[src/rtl/dmem_lane_ctrl.sv]
// Data-memory lane controller: decodes load/store size and alignment onto four
// byte-lane BRAMs and formats load results into a registered response.
module dmem_lane_ctrl #(
  parameter int ADDR_WIDTH = 8
) (
  input  logic                  CLK,
  input  logic                  RST,
  input  logic                  REQ_VALID,
  output logic                  REQ_READY,
  input  logic                  REQ_WE,
  input  logic [1:0]            REQ_SIZE,
  input  logic                  REQ_UNSIGNED,
  input  logic [ADDR_WIDTH-1:0] REQ_ADDR,
  input  logic [31:0]           REQ_WDATA,
  output logic [ADDR_WIDTH-3:0] LANE_ADDR,
  output logic [3:0]            LANE_WE,
  output logic [3:0]            LANE_RE,
  output logic [31:0]           LANE_DIN,
  input  logic [31:0]           LANE_DOUT,
  output logic                  RSP_VALID,
  input  logic                  RSP_READY,
  output logic [31:0]           RSP_RDATA,
  output logic                  RSP_ERR,
  output logic [1:0]            dbg_state
);

  // Handshakes: a transfer happens on a rising edge where valid and ready are
  // both 1; the response side holds RSP_VALID and its payload until RSP_READY.
  typedef enum logic [1:0] {IDLE, ACCESS, LOAD_WAIT, RESP} state_t;

  state_t      state, state_next;
  logic        accept;
  logic        illegal;
  logic [3:0]  mask;
  logic [31:0] din_rep;
  logic [31:0] load_data;
  logic [7:0]  byte_sel;
  logic [15:0] half_sel;

  logic        we_q;
  logic [1:0]  size_q;
  logic        uns_q;
  logic [1:0]  off_q;

  assign REQ_READY = (state == IDLE) && !RST;
  assign RSP_VALID = (state == RESP);
  assign accept    = REQ_VALID && REQ_READY;
  assign dbg_state = state;

  always_comb begin
    illegal = (REQ_SIZE == 2'b11) ||
              (REQ_SIZE == 2'b01 && REQ_ADDR[0]) ||
              (REQ_SIZE == 2'b10 && REQ_ADDR[1:0] != 2'b00);
    mask    = 4'b1111;
    din_rep = REQ_WDATA;
    case (REQ_SIZE)
      2'b00: begin
        mask    = 4'b0001 << REQ_ADDR[1:0];
        din_rep = {4{REQ_WDATA[7:0]}};
      end
      2'b01: begin
        mask    = REQ_ADDR[1] ? 4'b1100 : 4'b0011;
        din_rep = {2{REQ_WDATA[15:0]}};
      end
      default: ;
    endcase
  end

  // Load formatting works from the latched request; LANE_DOUT is valid in LOAD_WAIT.
  always_comb begin
    byte_sel  = LANE_DOUT[{off_q, 3'b000} +: 8];
    half_sel  = off_q[1] ? LANE_DOUT[31:16] : LANE_DOUT[15:0];
    load_data = LANE_DOUT;
    case (size_q)
      2'b00:   load_data = {{24{~uns_q & byte_sel[7]}}, byte_sel};
      2'b01:   load_data = {{16{~uns_q & half_sel[15]}}, half_sel};
      default: ;
    endcase
  end

  always_comb begin
    state_next = state;
    case (state)
      IDLE:      if (accept) state_next = illegal ? RESP : ACCESS;
      ACCESS:    state_next = we_q ? RESP : LOAD_WAIT;
      LOAD_WAIT: state_next = RESP;
      RESP:      if (RSP_READY) state_next = IDLE;
      default:   state_next = IDLE;
    endcase
  end

  always_ff @(posedge CLK) begin
    if (RST) begin
      state     <= IDLE;
      LANE_ADDR <= '0;
      LANE_WE   <= 4'b0000;
      LANE_RE   <= 4'b0000;
      LANE_DIN  <= 32'h0;
      RSP_RDATA <= 32'h0;
      RSP_ERR   <= 1'b0;
      we_q      <= 1'b0;
      size_q    <= 2'b00;
      uns_q     <= 1'b0;
      off_q     <= 2'b00;
    end else begin
      state   <= state_next;
      LANE_WE <= 4'b0000;
      LANE_RE <= 4'b0000;
      if (accept) begin
        we_q      <= REQ_WE;
        size_q    <= REQ_SIZE;
        uns_q     <= REQ_UNSIGNED;
        off_q     <= REQ_ADDR[1:0];
        RSP_RDATA <= 32'h0;
        RSP_ERR   <= illegal;
        // Illegal requests leave every lane output untouched.
        if (!illegal) begin
          LANE_ADDR <= REQ_ADDR[ADDR_WIDTH-1:2];
          LANE_DIN  <= din_rep;
          LANE_WE   <= REQ_WE ? mask : 4'b0000;
          LANE_RE   <= REQ_WE ? 4'b0000 : mask;
        end
      end
      if (state == LOAD_WAIT) RSP_RDATA <= load_data;
    end
  end

endmodule

[config.mk]
export PLATFORM = sky130hd
export DESIGN_NAME = dmem_lane_ctrl
export DESIGN_NICKNAME = d
export VERILOG_FILES = /design/src/rtl/dmem_lane_ctrl.sv
export SDC_FILE = /design/constraint.sdc
export NUM_CORES = 1
export LEC_CHECK = 0
export ABC_AREA = 1
export CAP_MARGIN = 25
export CORE_ASPECT_RATIO = 0.75
export CORE_MARGIN = 8
export CORE_UTILIZATION = 47
export DETAILED_ROUTE_END_ITERATION = 12
export PLACE_DENSITY = 0.86
export RECOVER_POWER = 50
export SLEW_MARGIN = 5
export SYNTH_ARGS = -nofsm -noshare
export SYNTH_HDL_FRONTEND = slang
export SYNTH_SLANG_ARGS = --single-unit
[constraint.sdc]
create_clock -name CLK -period 4.3 [get_ports CLK]
set_clock_uncertainty 0.1 [all_clocks]
set_input_delay 0.645 -clock CLK [delete_from_list [all_inputs] [get_ports CLK]]
set_output_delay 0.645 -clock CLK [all_outputs]
set_load 0.02 [all_outputs]
==> results of run 1 <==
## flip-flops by register name (all words and copies together) (netlist names)
register   cells
LANE_WE        4
dbg_state      2
RSP_ERR        1
LANE_RE        4
LANE_ADDR      6
size_q         2
LANE_DIN      32
RSP_RDATA     32
off_q          2
we_q           1
uns_q          1
## synth_stat cells (2+ instances only)
cell / number
nand2_4: 2
ha_1: 5
buf_2: 13
nand3_1: 26
inv_1: 22
inv_2: 3
nand2_2: 15
o21ai_0: 53
buf_6: 4
nor2_4: 2
nor2_1: 88
nand2_1: 171
clkbuf_1: 14
a21oi_2: 10
buf_4: 2
a21oi_1: 72
dfxtp_1: 87
## area by class of cell
class	count	area, sq um
fill	686	2530
multi-input combinational	451	2090
sequential	87	1740
timing repair buffer	165	1640
clock buffer	9	225
tap	108	135
inverter	27	109
clock inverter	7	53.8
## power by group through the flow
| stage | Combinational, mW | Clock, mW | Sequential (mW) |
|---|---|---|---|
| global route | 1.20 | 0.782 | 1.03 |
| floorplan | 0.606 | 0 | 1.13 |
| finish | 1.10 | 0.747 | 1.01 |
| CTS | 1.14 | 0.756 | 1.02 |
| detailed placement | 1.13 | 0 | 1.03 |
| global placement | 1.10 | 0 | 1.03 |
## routing by layer
| layer | vias to the layer above | wire length (microns) | GRT usage (%) |
|---|---|---|---|
| li1 | 2220 | - | - |
| met1 | 2093 | 6150 | 27.8 |
| met2 | 235 | 6750 | 37.5 |
| met3 | 35 | 1490 | 7.80 |
| met4 | 0 | 447 | 9.70 |
| met5 | - | 0 | 0 |
## metrics by stage
stage               cells  hold WS (ns)  util [%]  setup slack, ns  power, mW
floorplan             601         0.374         -             2.47       1.74
global placement      838         0.352      67.1             1.34       2.13
detailed placement    838         0.359      67.1             1.15       2.16
CTS                   854         0.368      70.4             1.44       2.91
global route          854         0.380      70.4             1.18       3.01
finish                854         0.363      70.4             1.36       2.86
## worst paths after layout
kind,startpoint,to,cells after the start
worst max-delay path,RST,LANE_DIN[17],7
worst min-delay path,RSP_RDATA[13],RSP_RDATA[13],2
worst max register to register,dbg_state[0],RSP_RDATA[7],7
worst min register to register,RSP_RDATA[13],RSP_RDATA[13],2
## logic make-up (layout without fill, tap and decap cells)
group                      after synthesis  in the layout  synth area share [%]
AOI/OAI and AO/OA                      138            138                  17.7
adders and majority gates                5              5                  1.51
buffers and inverters                   63            208                  7.60
DFF                                     87             87                  42.0
and+or+nand+nor                        308            308                  31.2
## critical path, stage by stage
cell and delay, ns:
dlygate4sd3_1 0.65, nor2_4 0.16, nand2_1 0.29, nor2_4 0.50
inv_1 0.47, nor2_1 0.25, nor2_1 0.07
==> flow_results.xml, run 1 <==
<?xml version="1.0" encoding="UTF-8"?>
<metrics>
  <group name="outcome">
    <metric name="outcome" unit="">finished clean</metric>
  </group>
  <group name="setup_path">
    <metric name="crit_arrival" unit="ns">3.06</metric>
    <metric name="critical_path.startpoint_type" unit="">primary input</metric>
    <metric name="critical_path.endpoint_type" unit="">flop</metric>
    <metric name="r2r_setup_slack" unit="ns">1.46</metric>
    <metric name="cp_data_required_time" unit="ns">4.42</metric>
    <metric name="worstSetupPathType" unit="">primary input to flop</metric>
    <metric name="cp_max_fo" unit="">22</metric>
  </group>
  <group name="global_routing">
    <metric name="grt_first_pass_wirelength" unit="microns">23400</metric>
    <metric name="number_of_antenna_violations_at_the_first_check_in_global_routing" unit="">0</metric>
    <metric name="gr-usage-all-layers" unit="%">23.3</metric>
    <metric name="maximum_number_of_pins_on_one_net_before_global_route_repair" unit="">47</metric>
    <metric name="first_global_vias" unit="">4563</metric>
    <metric name="overflow_after_grt" unit="">0</metric>
  </group>
  <group name="place">
    <metric name="gp_routability_congestion" unit="">0.891</metric>
    <metric name="port-buffer-count" unit="">162</metric>
    <metric name="place_area" unit="sq mm">0.00572</metric>
    <metric name="place_hpwl" unit="microns">11100</metric>
  </group>
  <group name="floorplan">
    <metric name="die-area" unit="sq mm">0.0121</metric>
    <metric name="num_rows" unit="">29</metric>
    <metric name="chipHeight" unit="microns">97.3</metric>
    <metric name="horiz_die_dim" unit="microns">124</metric>
    <metric name="design.portCount" unit="">163</metric>
    <metric name="effective_utilization_at_floorplan" unit="%">48.6</metric>
    <metric name="placeableCoreArea" unit="sq mm">0.00853</metric>
  </group>
  <group name="clocking">
    <metric name="cts_tree" unit="">built</metric>
    <metric name="cts_buffer_depth" unit="">2</metric>
    <metric name="post_cts.resized_instances" unit="">0</metric>
    <metric name="cts-buffers-inserted" unit="">9</metric>
    <metric name="cts_hold_repair.buffers" unit="">0</metric>
    <metric name="clock_sinks" unit="">87</metric>
    <metric name="cts_root_buf" unit="">clkbuf_16</metric>
    <metric name="clk_pin_slew_worst_paths" unit="ns">0.07</metric>
    <metric name="postCtsSetupBuffers" unit="">0</metric>
    <metric name="htree_levels" unit="">3</metric>
    <metric name="clk_latency" unit="ns">0.33</metric>
  </group>
  <group name="sta">
    <metric name="maxClockFrequency" unit="GHz">0.340</metric>
    <metric name="finalWorstPathRequiredPeriod" unit="ns">2.94</metric>
    <metric name="timing_max_transition_violations_final" unit="">0</metric>
    <metric name="endpoints_failing_setup" unit="">0</metric>
    <metric name="timing.slew.headroom" unit="%">20.2</metric>
    <metric name="tightest_slew" unit="ns">1.20</metric>
    <metric name="final_min_period_over_clock_period" unit="%">68.3</metric>
    <metric name="rsz_0062_raised_after_global_routing" unit="">no</metric>
    <metric name="final_hold_viol_count" unit="">0</metric>
    <metric name="timing.setup.tns" unit="ns">0</metric>
  </group>
  <group name="routing">
    <metric name="detailed_route_via_count" unit="">4583</metric>
    <metric name="drt-pass1-iter-count" unit="">5</metric>
    <metric name="dr.first_iter.drc_count" unit="">458</metric>
    <metric name="antenna_violating_nets_post_route" unit="">0</metric>
    <metric name="route.detailed.drc" unit="">0</metric>
    <metric name="drt-wirelength-per-cell" unit="microns">17.4</metric>
    <metric name="total_wirelength" unit="microns">14800</metric>
    <metric name="viasPerCell" unit="">5.37</metric>
  </group>
  <group name="yosys">
    <metric name="synth_top_cell_area_share" unit="%">42.0</metric>
    <metric name="synth_cell_type_count" unit="">29</metric>
    <metric name="synth.ff_latch_count" unit="">87</metric>
    <metric name="synth_enable_flop_cells" unit="">0</metric>
    <metric name="synthesis.area" unit="sq mm">0.00415</metric>
    <metric name="postSynth.topFlopCell" unit="">dfxtp_1</metric>
    <metric name="synth_area_per_cell" unit="sq um">6.90</metric>
    <metric name="synth_fp_nets" unit="">686</metric>
    <metric name="synth-async-reset-ratio" unit="%">0</metric>
    <metric name="synth_top_area_cell" unit="">dfxtp_1</metric>
    <metric name="synthesis.instances" unit="">601</metric>
    <metric name="netlist_top_cells_area" unit="">dfxtp_1 (42%), nand2_1 (15%), a21oi_1 (8.7%)</metric>
    <metric name="ys_seq_area_share" unit="%">42.0</metric>
    <metric name="yosysWarnings" unit="">0</metric>
  </group>
  <group name="final_layout">
    <metric name="most_frequent_cells_in_the_layout" unit="">nand2_1 (172), nor2_1 (88), dfxtp_1 (87)</metric>
    <metric name="flow.area_growth_from_synthesis" unit="%">44.7</metric>
    <metric name="layout.cell_area.non_filler" unit="sq mm">0.00600</metric>
    <metric name="antenna_cells_inserted" unit="">0</metric>
    <metric name="layout.cells.most_common" unit="">nand2_1</metric>
    <metric name="finish.net_count" unit="">826</metric>
    <metric name="layout-drive-gt1-share" unit="%">7.37</metric>
  </group>
  <group name="job">
    <metric name="maxCapViolations" unit="">0</metric>
  </group>
  <group name="power">
    <metric name="seq_power_share" unit="%">35.3</metric>
    <metric name="share_comb_of_total_power" unit="%">38.6</metric>
    <metric name="vdd_drop_max" unit="V">0.000322</metric>
    <metric name="power.static_leakage" unit="nW">2.74</metric>
    <metric name="power_density_cells" unit="mW/mm^2">477</metric>
    <metric name="netSwitchingFraction" unit="%">39.3</metric>
    <metric name="intPower" unit="mW">1.74</metric>
    <metric name="power_dissipated_by_switching_net_loads" unit="mW">1.13</metric>
    <metric name="clk_network_pwr_share" unit="%">26.1</metric>
  </group>
  <group name="min_path">
    <metric name="worstHoldPathType" unit="">flop to flop</metric>
  </group>
</metrics>
(Power assumes the default switching activity.)
==> run 2: changes to the inputs <==
--- a/config.mk
+++ b/config.mk
@@ -9,9 +9,9 @@
 export CAP_MARGIN = 25
 export CORE_ASPECT_RATIO = 0.75
 export CORE_MARGIN = 8
-export CORE_UTILIZATION = 47
+export CORE_UTILIZATION = 44
 export DETAILED_ROUTE_END_ITERATION = 12
-export PLACE_DENSITY = 0.86
+export PLACE_DENSITY = 0.81
 export RECOVER_POWER = 50
 export SLEW_MARGIN = 5
 export SYNTH_ARGS = -nofsm -noshare
==> constraint.sdc (replaced) <==
create_clock -name CLK -period 2.96 [get_ports CLK]
set_clock_uncertainty 0.1 [all_clocks]
set_input_delay 0.444 -clock CLK [delete_from_list [all_inputs] [get_ports CLK]]
set_output_delay 0.444 -clock CLK [all_outputs]
set_load 0.02 [all_outputs]
==> run 2 against run 1 <==
  * Cell count increased by 2.9%
  * Sequential share of layout area shrank 0.72 points
  * Core utilization decreased by 2.9 points
  * Register-to-register slack worse by 0.65 ns
  * Critical path depth shrank 4
  * Flip-flop and latch count did not move
  * Critical path type is now primary input to output port
  * Largest power group unchanged
  * Highest routed layer unchanged
==> flow_results.xml, run 2 (synthesis gave the netlist of run 1 again) <==
<?xml version="1.0" encoding="UTF-8"?>
<metrics>
  <group name="sta">
    <metric name="setup_slack" unit="ns">0.522</metric>
    <metric name="final_hold_viol_count" unit="">0</metric>
    <metric name="final_min_period_over_clock_period" unit="%">82.4</metric>
    <metric name="tightest_slew" unit="ns">1.13</metric>
    <metric name="timing_max_transition_violations_final" unit="">0</metric>
    <metric name="finalWorstPathRequiredPeriod" unit="ns">2.44</metric>
    <metric name="timing.setup.tns" unit="ns">0</metric>
    <metric name="whs" unit="ns">0.361</metric>
    <metric name="timing.slew.headroom" unit="%">24.4</metric>
    <metric name="rsz_0062_raised_after_global_routing" unit="">no</metric>
    <metric name="endpoints_failing_setup" unit="">0</metric>
    <metric name="maxClockFrequency" unit="GHz">0.410</metric>
  </group>
  <group name="power">
    <metric name="power_density_cells" unit="mW/mm^2">728</metric>
    <metric name="power.static_leakage" unit="nW">2.80</metric>
    <metric name="vdd_drop_max" unit="V">0.000429</metric>
    <metric name="report.power.total" unit="mW">4.48</metric>
  </group>
  <group name="floorplan">
    <metric name="design.portCount" unit="">163</metric>
    <metric name="placeableCoreArea" unit="sq mm">0.00912</metric>
    <metric name="die-area" unit="sq mm">0.0128</metric>
    <metric name="horiz_die_dim" unit="microns">128</metric>
    <metric name="chipHeight" unit="microns">100</metric>
    <metric name="num_rows" unit="">30</metric>
    <metric name="effective_utilization_at_floorplan" unit="%">45.5</metric>
  </group>
  <group name="clocking">
    <metric name="clk_pin_slew_worst_paths" unit="ns">0.06</metric>
    <metric name="clk_latency" unit="ns">0.34</metric>
    <metric name="cts_root_buf" unit="">clkbuf_16</metric>
    <metric name="cts_buffer_depth" unit="">2</metric>
    <metric name="cts_tree" unit="">built</metric>
    <metric name="cts_hold_repair.buffers" unit="">0</metric>
    <metric name="post_cts.resized_instances" unit="">0</metric>
    <metric name="cts-buffers-inserted" unit="">9</metric>
    <metric name="clock_sinks" unit="">87</metric>
    <metric name="htree_levels" unit="">3</metric>
    <metric name="postCtsSetupBuffers" unit="">0</metric>
  </group>
  <group name="setup_path">
    <metric name="crit_arrival" unit="ns">1.89</metric>
    <metric name="worstSetupPathType" unit="">primary input to output port</metric>
    <metric name="reg2reg_to" unit="">LANE_DIN[22]</metric>
    <metric name="r2r_setup_slack" unit="ns">0.81</metric>
    <metric name="cp_max_fo" unit="">3</metric>
    <metric name="cp_cell_sequence" unit="">dlygate4sd3_1 &gt; nor2_4 &gt; clkdlybuf4s50_1</metric>
    <metric name="crit_reg_reg_startpoint" unit="">dbg_state[1]</metric>
    <metric name="cp_data_required_time" unit="ns">2.42</metric>
    <metric name="cp_num_buf_inv" unit="">2</metric>
    <metric name="worst_r2r_path_depth" unit="">9</metric>
    <metric name="critical-path-max-stage-delay" unit="ns">0.65</metric>
    <metric name="critical_path.top_delay_family" unit="">buffers and inverters</metric>
    <metric name="critical_path.startpoint_type" unit="">primary input</metric>
    <metric name="critical_path.endpoint_type" unit="">output port</metric>
    <metric name="crit_path_start" unit="">RST</metric>
    <metric name="critical-path-slowest-cell" unit="">dlygate4sd3_1</metric>
  </group>
  <group name="final_layout">
    <metric name="top_registers" unit="">LANE_DIN (32), RSP_RDATA (32), LANE_ADDR (6)</metric>
    <metric name="antenna_cells_inserted" unit="">0</metric>
    <metric name="layout.cells.most_common" unit="">nand2_1</metric>
    <metric name="layout-drive-gt1-share" unit="%">8.12</metric>
    <metric name="finish.utilization" unit="%">67.5</metric>
    <metric name="layout.cell_area.non_filler" unit="sq mm">0.00615</metric>
    <metric name="finish.net_count" unit="">832</metric>
    <metric name="stdcell_count" unit="">879</metric>
    <metric name="flow.area_growth_from_synthesis" unit="%">48.4</metric>
    <metric name="most_frequent_cells_in_the_layout" unit="">nand2_1 (171), nor2_1 (88), dfxtp_1 (87)</metric>
  </group>
  <group name="place">
    <metric name="place_hpwl" unit="microns">10900</metric>
    <metric name="placement_stage_worst_setup_slack" unit="ns">0.499</metric>
    <metric name="place_area" unit="sq mm">0.00579</metric>
    <metric name="port-buffer-count" unit="">162</metric>
    <metric name="place.detailed.instances" unit="">864</metric>
    <metric name="gp_routability_congestion" unit="">0.926</metric>
  </group>
  <group name="outcome">
    <metric name="outcome" unit="">finished clean</metric>
  </group>
  <group name="routing">
    <metric name="route.detailed.drc" unit="">0</metric>
    <metric name="antenna_violating_nets_post_route" unit="">0</metric>
    <metric name="viasPerCell" unit="">5.17</metric>
    <metric name="total_wirelength" unit="microns">14400</metric>
    <metric name="detailed_route_via_count" unit="">4547</metric>
    <metric name="drt-pass1-iter-count" unit="">5</metric>
    <metric name="drt-wirelength-per-cell" unit="microns">16.4</metric>
    <metric name="dr.first_iter.drc_count" unit="">449</metric>
  </group>
  <group name="global_routing">
    <metric name="maximum_number_of_pins_on_one_net_before_global_route_repair" unit="">58</metric>
    <metric name="first_global_vias" unit="">4305</metric>
    <metric name="overflow_after_grt" unit="">0</metric>
    <metric name="number_of_antenna_violations_at_the_first_check_in_global_routing" unit="">0</metric>
    <metric name="gr-usage-all-layers" unit="%">22.3</metric>
    <metric name="grt_first_pass_wirelength" unit="microns">22700</metric>
  </group>
  <group name="min_path">
    <metric name="holdPathStages" unit="">2</metric>
    <metric name="worst_case_hold_path_end_point" unit="">RSP_RDATA[16]</metric>
    <metric name="worstHoldPathType" unit="">flop to flop</metric>
    <metric name="worst_hold_startpoint" unit="">RSP_RDATA[16]</metric>
  </group>
  <group name="job">
    <metric name="maxCapViolations" unit="">0</metric>
  </group>
</metrics>
[run 2: final cells by class]
cell class,count,area [sq um]
sequential,87,1740
timing repair buffer,171,1690
clock inverter,6,134
inverter,27,109
clock buffer,9,225
fill,758,2970
tap,128,160
multi-input combinational,451,2090
[run 2: per-layer routing]
layer	global-route usage [%]	vias up	routed length (microns)
li1	-	2238	-
met5	0	-	0
met3	6.78	25	1150
met2	35.9	183	6720
met1	27.5	2101	6220
met4	8.01	0	323
[run 2: tightest hold or removal path, cell delays in order (launching register included)]
cell and delay, ns:
dfxtp_1 0.30, nand2_1 0.06, a21oi_1 0.05
[run 2: how the worst max path moves through the flow]
stage                          to  slack (ns)  depth (start not counted)
floorplan           RSP_RDATA[19]        1.15                          8
global placement        REQ_READY        0.60                          3
detailed placement   LANE_ADDR[3]        0.50                          7
CTS                     REQ_READY        0.56                          5
global route            REQ_READY        0.46                          5
finish                  REQ_READY        0.52                          3
[run 2: power breakdown]
part	switching (mW)	leakage [nW]	internal (mW)
Clock	0.460	0.175	0.905
Combinational	1.04	1.91	0.635
Sequential	0.0977	0.708	1.34
Total	1.60	2.80	2.88
==> run 3: changes to the inputs <==
==> constraint.sdc (replaced) <==
create_clock -name CLK -period 2.48 [get_ports CLK]
set_clock_uncertainty 0.1 [all_clocks]
set_input_delay 0.372 -clock CLK [delete_from_list [all_inputs] [get_ports CLK]]
set_output_delay 0.372 -clock CLK [all_outputs]
set_load 0.02 [all_outputs]
==> run 3 against run 2 <==
  * Combinational power is 22% higher
  * Core utilization is 0.26 points lower
  * Clock power is 7% lower
  * Clock-buffer cell count stayed put
  * Via count is 0.40% higher
  * Worst hold slack hardly changed
  * Critical endpoint unchanged
  * Largest power group unchanged
  * Highest routed layer unchanged
==> flow_results.xml, run 3 (synthesis gave the netlist of run 1 again) <==
<?xml version="1.0" encoding="UTF-8"?>
<metrics>
  <group name="final_layout">
    <metric name="most_frequent_cells_in_the_layout" unit="">nand2_1 (173), clkdlybuf4s50_1 (90), nor2_1 (88)</metric>
    <metric name="layout-drive-gt1-share" unit="%">8.45</metric>
    <metric name="flow.area_growth_from_synthesis" unit="%">47.8</metric>
    <metric name="top_registers" unit="">LANE_DIN (32), RSP_RDATA (32), LANE_ADDR (6)</metric>
    <metric name="finish.utilization" unit="%">67.2</metric>
    <metric name="final.fill_count" unit="">796</metric>
    <metric name="finish.net_count" unit="">837</metric>
    <metric name="stdcell_count" unit="">885</metric>
    <metric name="layout.cells.most_common" unit="">nand2_1</metric>
    <metric name="seq_area" unit="sq mm">0.00174</metric>
    <metric name="antenna_cells_inserted" unit="">0</metric>
    <metric name="multiInputGateArea" unit="sq mm">0.00209</metric>
  </group>
  <group name="sta">
    <metric name="finalWorstPathRequiredPeriod" unit="ns">2.26</metric>
    <metric name="rsz_0062_raised_after_global_routing" unit="">no</metric>
    <metric name="final_hold_viol_count" unit="">0</metric>
    <metric name="endpoints_failing_setup" unit="">0</metric>
    <metric name="timing.setup.tns" unit="ns">0</metric>
    <metric name="maxClockFrequency" unit="GHz">0.442</metric>
    <metric name="timing.slew.headroom" unit="%">56.1</metric>
    <metric name="final_min_period_over_clock_period" unit="%">91.3</metric>
    <metric name="timing_max_transition_violations_final" unit="">0</metric>
    <metric name="tightest_slew" unit="ns">0.658</metric>
  </group>
  <group name="place">
    <metric name="gp_routability_congestion" unit="">0.960</metric>
    <metric name="place.detailed.instances" unit="">869</metric>
    <metric name="place_hpwl" unit="microns">11200</metric>
    <metric name="port-buffer-count" unit="">162</metric>
  </group>
  <group name="clocking">
    <metric name="clk_pin_slew_worst_paths" unit="ns">0.06</metric>
    <metric name="cts_tree" unit="">built</metric>
    <metric name="clock_sinks" unit="">87</metric>
    <metric name="clk_latency" unit="ns">0.34</metric>
    <metric name="post_cts.resized_instances" unit="">0</metric>
    <metric name="cts_hold_repair.buffers" unit="">0</metric>
    <metric name="cts-buffers-inserted" unit="">9</metric>
    <metric name="cts_buffer_depth" unit="">2</metric>
    <metric name="htree_levels" unit="">3</metric>
    <metric name="cts_root_buf" unit="">clkbuf_16</metric>
    <metric name="postCtsSetupBuffers" unit="">0</metric>
  </group>
  <group name="floorplan">
    <metric name="horiz_die_dim" unit="microns">128</metric>
    <metric name="die-area" unit="sq mm">0.0128</metric>
    <metric name="num_rows" unit="">30</metric>
    <metric name="chipHeight" unit="microns">100</metric>
    <metric name="effective_utilization_at_floorplan" unit="%">45.5</metric>
    <metric name="placeableCoreArea" unit="sq mm">0.00912</metric>
    <metric name="design.portCount" unit="">163</metric>
  </group>
  <group name="setup_path">
    <metric name="critical_path.endpoint_type" unit="">output port</metric>
    <metric name="r2r_setup_slack" unit="ns">0.36</metric>
    <metric name="critical_path.startpoint_type" unit="">flop</metric>
    <metric name="cp_data_required_time" unit="ns">2.01</metric>
    <metric name="worstSetupPathType" unit="">flop to output port</metric>
    <metric name="cp_max_fo" unit="">5</metric>
    <metric name="crit_arrival" unit="ns">1.79</metric>
  </group>
  <group name="job">
    <metric name="maxCapViolations" unit="">0</metric>
  </group>
  <group name="global_routing">
    <metric name="maximum_number_of_pins_on_one_net_before_global_route_repair" unit="">56</metric>
    <metric name="grt_first_pass_wirelength" unit="microns">22800</metric>
    <metric name="overflow_after_grt" unit="">0</metric>
    <metric name="number_of_antenna_violations_at_the_first_check_in_global_routing" unit="">0</metric>
    <metric name="gr-usage-all-layers" unit="%">22.2</metric>
    <metric name="first_global_vias" unit="">4379</metric>
  </group>
  <group name="routing">
    <metric name="detailed_route_via_count" unit="">4565</metric>
    <metric name="antenna_violating_nets_post_route" unit="">0</metric>
    <metric name="viasPerCell" unit="">5.16</metric>
    <metric name="dr.first_iter.drc_count" unit="">438</metric>
    <metric name="route.detailed.drc" unit="">0</metric>
    <metric name="drt-pass1-iter-count" unit="">5</metric>
    <metric name="total_wirelength" unit="microns">14600</metric>
    <metric name="drt-wirelength-per-cell" unit="microns">16.5</metric>
  </group>
  <group name="outcome">
    <metric name="outcome" unit="">finished clean</metric>
  </group>
  <group name="power">
    <metric name="power.static_leakage" unit="nW">2.76</metric>
    <metric name="vdd_drop_max" unit="V">0.000676</metric>
    <metric name="power_density_cells" unit="mW/mm^2">819</metric>
    <metric name="report.power.total" unit="mW">5.02</metric>
  </group>
  <group name="min_path">
    <metric name="worstHoldPathType" unit="">flop to flop</metric>
  </group>
</metrics>
[run 3: layout make-up]
type,count,area share [%]
Clock buffer,9,3.67
Multi-Input combinational cell,451,34.1
Timing Repair Buffer,176,28.5
Tap cell,128,2.61
Clock inverter,7,0.919
Inverter,27,1.78
Sequential cell,87,28.4
[run 3: path summary, 6_finish.rpt]
check | startpoint | to | cells past startpoint
max | dbg_state[1] | REQ_READY | 5
min reg2reg | RSP_ERR | RSP_ERR | 2
min | RSP_ERR | RSP_ERR | 2
max reg2reg | dbg_state[0] | dbg_state[1] | 9
[run 3: critical path: stages (launching register included)]
cell             delay [ns]
dfxtp_1                0.35
inv_1                  0.13
ha_1                   0.18
inv_1                  0.07
nor2_4                 0.10
clkdlybuf4s50_1        0.62
[run 3: per-stage QoR]
step	instance area [sq um]	setup slack, ns	hold slack, ns
floorplan	4150	0.666	0.374
global placement	5860	0.273	0.353
detailed placement	5860	0.252	0.355
CTS	6140	0.202	0.364
global route	6130	0.109	0.377
finish	6130	0.216	0.361
[run 3: per-layer routing]
metal | GRT usage [%] | wire (microns) | vias to the layer above
met5 | 0 | 0 | -
met4 | 10.2 | 473 | 0
met3 | 6.09 | 1310 | 42
met2 | 35.6 | 6680 | 205
met1 | 27.3 | 6140 | 2081
li1 | - | - | 2237
[run 3: report_power, final]
part | switching (mW) | internal, mW | total, mW
Clock | 0.588 | 0.689 | 1.28
Combinational | 1.24 | 0.782 | 2.03
Sequential | 0.116 | 1.60 | 1.72
Total | 1.95 | 3.07 | 5.02
